## src/rtl/vga_text_render.sv

```systemverilog
// Text-mode pixel renderer: char RAM -> font ROM lookup with a blinking block cursor.
// Fixed 4-clock latency from pixel position to rgb/de/hsync/vsync.
module vga_text_render #(
    parameter int COLS      = 80,
    parameter int ROWS      = 30,
    parameter int CHAR_W    = 8,
    parameter int CHAR_H    = 16,
    parameter int VRAM_AW   = 12,
    parameter int BLINK_BIT = 5
) (
    input  logic               clk,
    input  logic               rst_n,
    input  logic               hsync_in,
    input  logic               vsync_in,
    input  logic               activevideo_in,
    input  logic [10:0]        x_px,
    input  logic [10:0]        y_px,
    output logic [VRAM_AW-1:0] vram_addr,
    input  logic [7:0]         vram_data,
    output logic [11:0]        font_addr,
    input  logic [7:0]         font_data,
    input  logic [2:0]         fg_color,
    input  logic [2:0]         bg_color,
    input  logic               cursor_en,
    input  logic [6:0]         cursor_col,
    input  logic [4:0]         cursor_row,
    output logic               hsync_out,
    output logic               vsync_out,
    output logic               de_out,
    output logic [2:0]         rgb
);

    localparam logic [7:0] COLS_L = 8'(COLS);
    localparam logic [6:0] ROWS_L = 7'(ROWS);

    logic [7:0]         col;
    logic [6:0]         row;

    logic [VRAM_AW-1:0] vram_addr_d, vram_addr_q;
    logic [11:0]        font_addr_d, font_addr_q;

    logic               vld_p1_d, vld_p1_q, vld_p2_q, vld_p3_q, vld_p4_q;
    logic [2:0]         bit_sel_p1_d, bit_sel_p1_q, bit_sel_p2_q, bit_sel_p3_q, bit_sel_p4_q;
    logic               cur_p1_d, cur_p1_q, cur_p2_q, cur_p3_q, cur_p4_q;
    logic [3:0]         glyph_row_p1_d, glyph_row_p1_q, glyph_row_p2_q;

    logic [4:0]         hs_pipe_d, hs_pipe_q;
    logic [4:0]         vs_pipe_d, vs_pipe_q;

    logic               vs_prev_d, vs_prev_q;
    logic [5:0]         frame_cnt_d, frame_cnt_q;

    logic               pix;
    logic               de_d, de_q;
    logic [2:0]         rgb_d, rgb_q;

    always_comb begin
        col = 8'(x_px >> $clog2(CHAR_W));
        row = 7'(y_px >> $clog2(CHAR_H));

        // S1: cell address and per-pixel sidebands
        vram_addr_d    = VRAM_AW'(int'(row) * COLS + int'(col));
        vld_p1_d       = activevideo_in && (col < COLS_L) && (row < ROWS_L);
        bit_sel_p1_d   = x_px[2:0];
        glyph_row_p1_d = y_px[3:0];
        cur_p1_d       = cursor_en && (col == {1'b0, cursor_col}) && (row == {2'b00, cursor_row});

        // S3: character code from RAM joins the glyph row
        font_addr_d = {vram_data, glyph_row_p2_q};

        // Output: glyph bit, cursor inversion during the blink-on phase
        pix   = font_data[3'd7 - bit_sel_p4_q] ^ (cur_p4_q & frame_cnt_q[BLINK_BIT]);
        de_d  = vld_p4_q;
        rgb_d = vld_p4_q ? (pix ? fg_color : bg_color) : 3'b000;

        hs_pipe_d = {hs_pipe_q[3:0], hsync_in};
        vs_pipe_d = {vs_pipe_q[3:0], vsync_in};

        vs_prev_d   = vsync_in;
        frame_cnt_d = frame_cnt_q;
        if (vs_prev_q && !vsync_in) begin
            frame_cnt_d = frame_cnt_q + 6'd1;
        end
    end

    always_ff @(posedge clk or negedge rst_n) begin
        if (!rst_n) begin
            vram_addr_q    <= '0;
            font_addr_q    <= '0;
            vld_p1_q       <= 1'b0;
            vld_p2_q       <= 1'b0;
            vld_p3_q       <= 1'b0;
            vld_p4_q       <= 1'b0;
            bit_sel_p1_q   <= '0;
            bit_sel_p2_q   <= '0;
            bit_sel_p3_q   <= '0;
            bit_sel_p4_q   <= '0;
            cur_p1_q       <= 1'b0;
            cur_p2_q       <= 1'b0;
            cur_p3_q       <= 1'b0;
            cur_p4_q       <= 1'b0;
            glyph_row_p1_q <= '0;
            glyph_row_p2_q <= '0;
            hs_pipe_q      <= '1;
            vs_pipe_q      <= '1;
            vs_prev_q      <= 1'b1;
            frame_cnt_q    <= '0;
            de_q           <= 1'b0;
            rgb_q          <= '0;
        end else begin
            vram_addr_q    <= vram_addr_d;
            font_addr_q    <= font_addr_d;
            vld_p1_q       <= vld_p1_d;
            vld_p2_q       <= vld_p1_q;
            vld_p3_q       <= vld_p2_q;
            vld_p4_q       <= vld_p3_q;
            bit_sel_p1_q   <= bit_sel_p1_d;
            bit_sel_p2_q   <= bit_sel_p1_q;
            bit_sel_p3_q   <= bit_sel_p2_q;
            bit_sel_p4_q   <= bit_sel_p3_q;
            cur_p1_q       <= cur_p1_d;
            cur_p2_q       <= cur_p1_q;
            cur_p3_q       <= cur_p2_q;
            cur_p4_q       <= cur_p3_q;
            glyph_row_p1_q <= glyph_row_p1_d;
            glyph_row_p2_q <= glyph_row_p1_q;
            hs_pipe_q      <= hs_pipe_d;
            vs_pipe_q      <= vs_pipe_d;
            vs_prev_q      <= vs_prev_d;
            frame_cnt_q    <= frame_cnt_d;
            de_q           <= de_d;
            rgb_q          <= rgb_d;
        end
    end

    assign vram_addr = vram_addr_q;
    assign font_addr = font_addr_q;
    assign hsync_out = hs_pipe_q[4];
    assign vsync_out = vs_pipe_q[4];
    assign de_out    = de_q;
    assign rgb       = rgb_q;

endmodule

```

## config.mk

```make
export PLATFORM = sky130hd
export DESIGN_NAME = vga_text_render
export DESIGN_NICKNAME = d
export VERILOG_FILES = /design/src/rtl/vga_text_render.sv
export SDC_FILE = /design/constraint.sdc
export NUM_CORES = 1
export LEC_CHECK = 0
export CORE_UTILIZATION = 48
export CTS_BUF_LIST = sky130_fd_sc_hd__clkbuf_4 sky130_fd_sc_hd__clkbuf_8 sky130_fd_sc_hd__clkbuf_16
export CTS_CLUSTER_SIZE = 20
export DETAILED_ROUTE_END_ITERATION = 8
export GPL_TIMING_DRIVEN = 0
export HOLD_SLACK_MARGIN = 0.06
export PLACE_DENSITY = 0.94
export REMOVE_ABC_BUFFERS = 1
export SYNTH_ARGS = -nofsm -noshare
export SYNTH_HDL_FRONTEND = slang
export SYNTH_SLANG_ARGS = --single-unit
```

## constraint.sdc

```tcl
create_clock -name clk -period 3.8 [get_ports clk]
set_clock_uncertainty 0.1 [all_clocks]
set_input_delay 0.76 -clock clk [delete_from_list [all_inputs] [get_ports clk]]
set_output_delay 0.76 -clock clk [all_outputs]
set_load 0.03 [all_outputs]
```

-- After elaboration in Yosys (flattened, before gate mapping)
Index checks and enable logic that the tools add are counted.
- add/sub/neg operators: 3
- $mul: 1
- magnitude comparators: 3
- equality and inequality tests: 2
- mux-type cells: 4
- bitwise operators: 2
- reduce and logical (&&, ||, !) cells: 6
- operator list (operator ; count):
    $add A12 B8 Y12 ; 1
    $eq A8 B7 Y1 ; 1
    $lt A8 B7 Y1 const B ; 1
    $mul A7 B3 Y8 const B ; 1
    $eq A7 B5 Y1 ; 1
    $lt A7 B5 Y1 const B ; 1
    $add A6 B1 Y6 const B ; 1
    $mux W3 ; 2
    $logic_and A1 B1 Y1 ; 5
    $lt A3 B4 Y1 const B ; 1
    $bmux W1 S3 ; 1
    $sub A3 B3 Y3 const A ; 1
    $and A1 B1 Y1 ; 1
    $logic_not A1 Y1 ; 1
    $mux W1 ; 1
    $xor A1 B1 Y1 ; 1
- register bits: 73
- bits of input ports: 62
- output and inout bits: 30
- word-level logic and storage cells: 43

-- Depth between registers and ports, before layout
- word-level depth: 6
- mapped depth: 7
- gate-level depth less buffers: 7

-- Worst setup path before layout
Ideal clock, no wire load.
- kind: input port to flip-flop
- start point: in y_px[5]
- end point: reg vram_addr_q[11], in the netlist vram_addr[11]
- setup time: 123 ps
- arrival: 2367 ps
- slack: 1211 ps
- stages: 7
- path through: ha_1 -> ha_1 -> fa_1 -> nand3_1 -> o211ai_1 -> nand4_1 -> xnor2_1
- longest elaborated chain between the ends: 2
- RTL lines (what ; line ; RTL):
    start: declaration ; 17 ; input logic [10:0] y_px,
    $mul A7 B3 Y8 ; 62 ; vram_addr_d = VRAM_AW'(int'(row) * COLS + int'(col));
    $add A12 B8 Y12 ; 62 ;
    net vram_addr_d[11] ; 39 ; logic [VRAM_AW-1:0] vram_addr_d, vram_addr_q;
    end signal: assignment ; 111 ; vram_addr_q <= vram_addr_d;
    end: declaration ; 39 ;
The timed path passes the listed nets, and every way through them passes these cells.
A chain may end at the register's enable or synchronous reset.

-- Worst setup path in the final report
- start point: in y_px[7]
- end point: reg vram_addr_q[11], in the netlist vram_addr[11]
Same word-level chain as after synthesis.

==> out/metrics.csv <==
metric;value;unit
outcome;finished, final reports clean;
antenna viol nets, final;0;
HP Class;reg2reg;
Slew Limit Fails;0;
top cell type by total area after synthesis;dfrtp_1;
clock slew at reported path FFs;80;ps
count leader, synth;dfrtp_1;
Root Buffer;clkbuf_8;
max cap viols;0;
CP endpoint kind;register;
DIE AREA;0.00591;mm²
count of different cell masters after synthesis;29;
Area Growth Syn to Fin;44.0;%
Avg Inst Size Synth;14.7;µm²
Hold Path Depth;0;
Lkg Pwr;1.67;nW
pre-CTS worst setup slack;405;ps
Clock Sinks;72;
initial antenna violation count;0;
Setup Viol. Count Final;0;
Final Net Count;361;
Max-Slew Margin vs Limit;0.441;
htree depth;3;
ys flop type;dfrtp_1;
# IOs;92;
Max Clock Freq;327;MHz
Arr. time, crit path;3180;ps
CTS tree;done;
Post-synth EDFFs;0;
share of synthesized registers carrying an async set or reset;1.00;
commonest cells in the netlist;dfrtp_1, xnor2_1, nand4_1;
Final Power;1.87;mW
combinational share of power;0.204;
Power Dens Cells;482;mW/mm²
Net Switching;0.518;mW
Die X;76.9;µm
worst-path fanout max;5;
Ys Warns;0;
final std cells w/o fill;358;
share of power burned in the clock network;0.318;
Port Buffer Count;91;
CORE AREA;0.00524;mm²
Skew-Pair Late Insertion Delay;330;ps
Cell Rows;26;
1st-iter DRT viols;113;
min cycle time layout;3060;ps
total track usage;0.200;
total global routing overflow;0;
Seq pwr share;0.478;
Setup Fix Bufs, Post-CTS;0;
Synth Register Bits;72;
Final Hold Viols;0;
share of the synthesized area in the top cell type;0.576;
Register-to-Register Path Depth;4;
routability cong.;0.806;
Routed wire per std cell;14.6;µm
total CTS buffers;9;
vias after detailed routing;1763;
Cells after DPL;342;
RSZ-0062 raised after global routing;false;
crit path kind;in2reg;
Internal Power;1.35;mW
final core utilization;0.740;
DRC Markers;0;
pin count of the biggest net entering global routing;73;
switching share of total power;0.277;
Worst EP required;3920;ps
CTS max path bufs;2;
drt via density;4.92;
Total Wirelength;5210;µm
Post-Synthesis Cell Area;0.00269;mm²
Worst VDD drop;0.252;mV
Tightest Pin Transition;839;ps
startpoint types;input pin;
First-pass DRT Iterations;4;
R2R Setup Slk;1820;ps
vias in the first global route;1839;
die height;76.9;µm
hold buffer count at cts;0;
sequential area share after synthesis;0.674;
period utilisation layout;0.805;
share of cells above drive strength 1;0.108;
worst setup margin;739;ps
post-cts resize count;0;
worst hold slack;248;ps
global-route wire length before repair;8760;µm
Detail Placement HPWL;3930;µm
ranking of synthesized cells by area;dfrtp_1, dfstp_2, ha_1, xnor2_1, nand4_1;
ant diodes;0;
initial core utilization;0.514;
Syn Inst Count;183;
[metrics by stage]
step	TNS [ps]	cell area, µm²
5_1_grt	0	3880
6_report	0	3880
2_1_floorplan	0	2680
4_1_cts	0	3880
3_3_place_gp	-23790	3670
3_5_place_dp	0	3670
[critical path, cell delays in order]
cell and delay [ps]:
clkdlybuf4s50_1 590, ha_1 280, ha_1 230, fa_1 630, nand3_1 120, o211ai_1 270, nand4_1 150, xnor2_1 160
[power groups by stage]
stage / logic (mW) / clock network [mW] / registers, mW
after global routing: 0.414 / 0.650 / 0.901
after floorplan: 0.125 / 0 / 0.972
after global placement: 0.370 / 0 / 0.902
after detailed placement: 0.385 / 0 / 0.905
after CTS: 0.386 / 0.617 / 0.892
final: 0.381 / 0.594 / 0.892
[kinds of logic (layout without fill, tap and decap cells)]
family	count (synthesis)	count (layout)	synth area share
flip-flops	72	72	0.674
AND/OR/NAND/NOR	47	47	0.0958
XOR/XNOR	26	26	0.0846
adder cells (fa/ha/maj)	16	16	0.0800
AO/OA/AOI/OAI	10	10	0.0223
buffers and inverters	8	113	0.0144
multiplexers	4	4	0.0288
[cell type report]
class | instances | area [µm²]
clock buffer | 9 | 124
fill | 339 | 1360
timing repair buffer | 91 | 908
multi-input combinational | 103 | 838
sequential | 72 | 1810
inverter | 6 | 22.5
clock inverter | 7 | 81.3
tap | 70 | 87.6
[worst paths after layout]
path                            startpoint              end
min reg2reg                bit_sel_p2_q[0]  bit_sel_p3_q[0]
max in group asynchronous            rst_n     font_addr[4]
max                                y_px[7]    vram_addr[11]
min in group asynchronous            rst_n           de_out
min                        bit_sel_p2_q[0]  bit_sel_p3_q[0]
max reg2reg                bit_sel_p4_q[0]           rgb[0]
[state kept, by name, indices dropped and copies added (netlist names)]
name            count
cur_p4_q            1
vld_p2_q            1
hs_pipe_q           5
bit_sel_p4_q        3
bit_sel_p2_q        3
bit_sel_p3_q        3
frame_cnt_q         6
bit_sel_p1_q        3
de_out              1
vram_addr          12
font_addr          12
glyph_row_p2_q      4
de_d                1
vld_p1_q            1
vld_p3_q            1
glyph_row_p1_q      4
cur_p2_q            1
rgb                 3
cur_p1_q            1
vs_pipe_q           5
cur_p3_q            1
[layer usage]
metal	vias up	part of all wire	global-route usage	routed length [µm]
li1	830	-	-	-
met1	836	0.37	0.211	1920
met2	85	0.54	0.360	2810
met3	12	0.070	0.0583	363
met4	0	0.022	0.100	115
met5	-	0	0	0
[layout by cell type, fill, tap and decap left out, types with 2 or more instances in the layout]
cell              n
inv_1             6
ha_1             14
nand3_1           2
dfrtp_1          62
or3_1             5
nor2b_1           2
xor2_1            7
or3_2             2
dfstp_2          10
a21oi_1           3
mux4_1            2
fa_1              2
nand2_1          14
o21ai_0           3
xnor2_1          19
clkinv_4          4
nand4_1          16
a21o_1            2
clkdlybuf4s50_1  90
clkbuf_8          9
No activity file was read; power rests on OpenSTA's default activity.
